### src/rtl/minute_hour_counter.sv
// minute_hour_counter
//   Minutes/hours stage of a time-of-day clock. Consumes the one-cycle
//   roll-over pulse of the seconds stage and emits registered roll-over
//   pulses for display and alarm logic. A valid/ready load port presets the
//   time; a tick that lands on a load is held and applied to the loaded value.
//
//   State | Meaning
//   ------+-----------------------------------------------------------
//   IDLE  | single cycle after reset, set_ready still low
//   COUNT | normal counting, loads accepted (set_ready=1)
//   LOAD  | one cycle after an accepted load; deferred tick applied here
//
// Ports
//   clk, reset        clock, asynchronous active-high reset
//   tick_in           one minute elapsed (single-cycle pulse)
//   run               1 = count ticks, 0 = hold and discard ticks
//   set_valid/ready   load handshake
//   set_minutes/hours load values (range-checked)
//   minutes/hours     current count
//   minute_tick       pulse on minute wrap
//   day_tick          pulse when minutes and hours both wrap
//   set_error         pulse when an accepted load was out of range
module minute_hour_counter #(
  parameter int MIN_MOD  = 60,
  parameter int HOUR_MOD = 24,
  parameter int W_MIN    = 7,
  parameter int W_HOUR   = 5
) (
  input  logic              clk,
  input  logic              reset,
  input  logic              tick_in,
  input  logic              run,
  input  logic              set_valid,
  output logic              set_ready,
  input  logic [W_MIN-1:0]  set_minutes,
  input  logic [W_HOUR-1:0] set_hours,
  output logic [W_MIN-1:0]  minutes,
  output logic [W_HOUR-1:0] hours,
  output logic              minute_tick,
  output logic              day_tick,
  output logic              set_error
);

  localparam logic [W_MIN-1:0]  MIN_LIM   = W_MIN'(MIN_MOD);
  localparam logic [W_MIN-1:0]  MIN_LAST  = W_MIN'(MIN_MOD - 1);
  localparam logic [W_HOUR-1:0] HOUR_LIM  = W_HOUR'(HOUR_MOD);
  localparam logic [W_HOUR-1:0] HOUR_LAST = W_HOUR'(HOUR_MOD - 1);

  typedef enum logic [1:0] {IDLE, COUNT, LOAD} state_t;

  state_t              state, state_next;
  logic                pending, pending_next;
  logic [W_MIN-1:0]    minutes_next;
  logic [W_HOUR-1:0]   hours_next;
  logic                minute_tick_next, day_tick_next, set_error_next;
  logic                do_inc;
  logic                in_range;

  assign in_range = (set_minutes < MIN_LIM) && (set_hours < HOUR_LIM);

  always_comb begin
    state_next       = state;
    pending_next     = pending;
    minutes_next     = minutes;
    hours_next       = hours;
    minute_tick_next = 1'b0;
    day_tick_next    = 1'b0;
    set_error_next   = 1'b0;
    do_inc           = 1'b0;

    case (state)
      IDLE: begin
        state_next   = COUNT;
        pending_next = 1'b0;
      end
      COUNT: begin
        if (set_valid && set_ready) begin
          state_next = LOAD;
          if (in_range) begin
            minutes_next = set_minutes;
            hours_next   = set_hours;
          end else begin
            set_error_next = 1'b1;
          end
          // A tick on the accept edge is deferred to the LOAD cycle so it
          // lands on the freshly loaded value.
          pending_next = run && tick_in;
        end else begin
          do_inc       = run && tick_in;
          pending_next = 1'b0;
        end
      end
      LOAD: begin
        state_next = COUNT;
        // A deferred tick and a new tick together still mean one minute.
        do_inc       = run && (pending || tick_in);
        pending_next = 1'b0;
      end
      default: begin
        state_next   = IDLE;
        pending_next = 1'b0;
      end
    endcase

    // Only reached in non-accept cycles, so minutes/hours are the held values.
    if (do_inc) begin
      if (minutes == MIN_LAST) begin
        minutes_next     = '0;
        minute_tick_next = 1'b1;
        if (hours == HOUR_LAST) begin
          hours_next    = '0;
          day_tick_next = 1'b1;
        end else begin
          hours_next = hours + W_HOUR'(1);
        end
      end else begin
        minutes_next = minutes + W_MIN'(1);
      end
    end
  end

  always_ff @(posedge clk or posedge reset) begin
    if (reset) begin
      state       <= IDLE;
      pending     <= 1'b0;
      minutes     <= '0;
      hours       <= '0;
      minute_tick <= 1'b0;
      day_tick    <= 1'b0;
      set_error   <= 1'b0;
      set_ready   <= 1'b0;
    end else begin
      state       <= state_next;
      pending     <= pending_next;
      minutes     <= minutes_next;
      hours       <= hours_next;
      minute_tick <= minute_tick_next;
      day_tick    <= day_tick_next;
      set_error   <= set_error_next;
      set_ready   <= (state_next == COUNT);
    end
  end

endmodule

### config.mk
export PLATFORM = sky130hd
export DESIGN_NAME = minute_hour_counter
export DESIGN_NICKNAME = d
export VERILOG_FILES = /design/src/rtl/minute_hour_counter.sv
export SDC_FILE = /design/constraint.sdc
export NUM_CORES = 1
export LEC_CHECK = 0
export BUFFER_PORTS_ARGS = -buffer_cell sky130_fd_sc_hd__buf_2
export CAP_MARGIN = 20
export CORE_MARGIN = 5
export CORE_UTILIZATION = 45
export DETAILED_ROUTE_END_ITERATION = 7
export PLACE_DENSITY = 0.71
export SETUP_SLACK_MARGIN = 0.05
export SLEW_MARGIN = 10
export SYNTH_ARGS = -nofsm -noshare
export SYNTH_HDL_FRONTEND = slang
export SYNTH_SLANG_ARGS = --single-unit
### constraint.sdc
create_clock -name clk -period 3.6 [get_ports clk]
set_input_delay 0.72 -clock clk [delete_from_list [all_inputs] [get_ports clk]]
set_output_delay 0.72 -clock clk [all_outputs]
set_load 0.01 [all_outputs]
==> reports/metrics.csv <==
stage,metric,value,unit
timing,drv_slew,0,
yosys,yosys_warnings,0,
die,die_h,59.6,um
yosys,synth_top_cell_area_share,43.0,%
timing,rsz0062_at_grt,false,
yosys,synthTopCellsByArea,"dfrtp_1 43%, ha_1 6.8%, nand2_1 5.8%",
setup_path,reg2reg_from,state[1],
power,vdd_drop_max,0.398,mV
timing,hold_viol,0,
cells_and_area,nFillCells,225,
timing,finClkSkew,0.00635,ns
drt,avgRoutedWirePerCell,15.0,um
grt,grt_max_degree,20,
drt,dr.pass1.iters,4,
yosys,ys_seq_area_share,43.0,%
cells_and_area,fin_util,54.7,%
cts,cts_hold_buffers,0,
placement,place.gp.congestion,0.908,
setup_path,setup.worst_path.end_class,flop,
power,powerDensity,676,nW/um2
grt,grt_antenna_before_repair,0,
drt,detail_route.vias_per_cell,5.94,
hold_path,hold_class,primary input to asynchronous set/reset pin,
grt,grt_remaining_overflow,0,
timing,finalSetupTns,0,ns
yosys,yosys.area_share.adder,6.80,%
die,start_util,45.8,%
cts,cts_made_buffers,3,
drt,wirelength,2680,um
timing,setup_violations,0,
die,die_area,3550,um2
yosys,ys_seq_elements,19,
cells_and_area,synthToLayoutAreaGrowth,19.3,%
timing,slew_headroom,35.3,%
setup_path,critPathMaxFanout,8,
drt,vias,1058,
yosys,ys_types,36,
yosys,yosys.area_share.simple,21.9,%
yosys,async_flop_share,100,%
status,outcome,"complete, no violations",
cts,clk-insertion-delay-late,0.29,ns
cts,cts_root_buffer,clkbuf_4,
setup_path,startpoint_type,flop,
yosys,synth_xor_area_share,0,%
yosys,synth-compound-area-share,22.0,%
yosys,post_synth.cell_area_avg,9.78,um2
cells_and_area,layout.nets,172,
grt,grt_pass1_vias,1014,
timing,finalCritPeriodShare,65.9,%
yosys,synth_ff_type,dfrtp_1,
yosys,synth_top_family_by_area,compound AO/OA/AOI/OAI gates,
cells_and_area,drive_above_1_share,28.4,%
yosys,yosys.area.top_type,dfrtp_1,
placement,portBuffers,32,
yosys,synthMuxAreaShare,3.62,%
flow_run,max-cap-violations,0,
yosys,synth_nets,136,
drt,drt-initial-drc-count,55,
cts,numClockSinks,19,
timing,worst_pin_slew,0.961,ns
timing,period_needed,2.37,ns
drt,drc,0,
yosys,synth_edf_count,0,
setup_path,criticalPathCategory,flop to flop,
power,total_power,0.000891,W
timing,fmax,0.422,GHz
cts,cts_tree,built,
yosys,synth_area,1100,um2
cts,h-tree-depth,1,
placement,hpwl,2030,um
setup_path,rr_worst_depth,7,
cts,post-cts-setup-buffers,0,
grt,grt_pass1_wl,4320,um
yosys,postSynthCellCount,113,
cells_and_area,antenna_cells,0,
setup_path,startpoint,state[1],
cts,path_clk_slew,0.11,ns
die,fp-row-count,18,
power,leakagePower,0.643,nW
die,die_x,59.6,um
die,ios,33,
setup_path,required,3.84,ns
cts,cts_resized,0,
drt,ant_nets,0,
grt,grt.total_usage,16.0,%
cts,clockBufferDepth,2,
setup_path,arrival,2.61,ns
die,core_area,2410,um2
## metrics by stage
stage	cell area, um2	cells	worst slack, ns	hold slack, ns
after global placement	1290	174	1.22	0.539
final	1320	178	1.23	0.536
after floorplan	1100	113	1.50	0.519
after detailed placement	1290	174	1.11	0.548
after global routing	1320	178	1.05	0.593
after CTS	1320	178	1.19	0.561
## power breakdown
| group | switching, W | total [W] | internal, W |
|---|---|---|---|
| combinational | 0.000225 | 0.000396 | 0.000170 |
| clock | 0.0000649 | 0.000108 | 0.0000431 |
| sequential | 0.0000965 | 0.000387 | 0.000291 |
## placed cells by master (no fill, tap or decap), types with 4 or more instances in the layout
cell type / instances
nand2_1: 17
o21ai_0: 7
inv_1: 5
mux2i_1: 4
buf_2: 32
nand3_1: 4
nor2_1: 8
ha_1: 6
dfrtp_1: 19
a31oi_1: 5
nor3_1: 5
## area by class of cell
| cell class | count | area [um2] | area share [%] |
|---|---|---|---|
| multi-input cells | 88 | 599 | 45.5 |
| repair buffers | 32 | 160 | 12.2 |
| clock buffers | 4 | 26.3 | 1.99 |
| well taps | 30 | 37.5 | 2.85 |
| flip-flops and latches | 19 | 475 | 36.1 |
| inverters | 5 | 18.8 | 1.42 |
## critical path, cell delays in order, from the launching register on
cell and delay, ns:
dfrtp_1 0.42, inv_1 0.09, ha_1 0.24, nand3_2 0.15, a2111oi_2 0.86, o311ai_0 0.34, o41ai_2 0.11, a21o_1 0.11
## cell families (layout without fill, tap and decap cells)
| kind of cell | after synthesis | in the layout |
|---|---|---|
| compound gates | 31 | 31 |
| fa+ha+maj | 6 | 6 |
| buf+inv | 6 | 41 |
| flops | 19 | 19 |
| mux | 4 | 4 |
| simple gates | 47 | 47 |
## final timing paths
kind	endpoint	slack [ns]
min in group clk	minutes[0]	0.56
worst min register to register	minutes[0]	0.56
max in group asynchronous	state[0]	2.60
worst max register to register	hours[4]	1.23
worst max-delay path	hours[4]	1.23
worst min-delay path	hours[3]	0.54
## flip-flops by register name (all words and copies together), names as in the netlist
signal	cells
day_tick	1
hours	5
minute_tick	1
minutes	7
pending	1
set_error	1
set_ready	1
state	2
## routing by layer
layer | share of wire [%] | routed length [um] | vias to the layer above | track usage [%]
li1 | - | - | 504 | -
met1 | 43 | 1160 | 503 | 20.0
met2 | 47 | 1250 | 46 | 27.1
met3 | 8.6 | 229 | 5 | 3.70
met4 | 1.2 | 31 | 0 | 5.06
met5 | 0 | 0 | - | 0
## Yosys cell counts (all sizes together) (3+ instances only)
cell,number
a31oi,5
nand3,6
ha,6
inv,5
o21ai,7
a221o,4
dfrtp,19
a211oi,3
mux2i,4
nor2,8
nor3,5
nand2,17
Note: power is estimated with default switching activity, not from simulation.
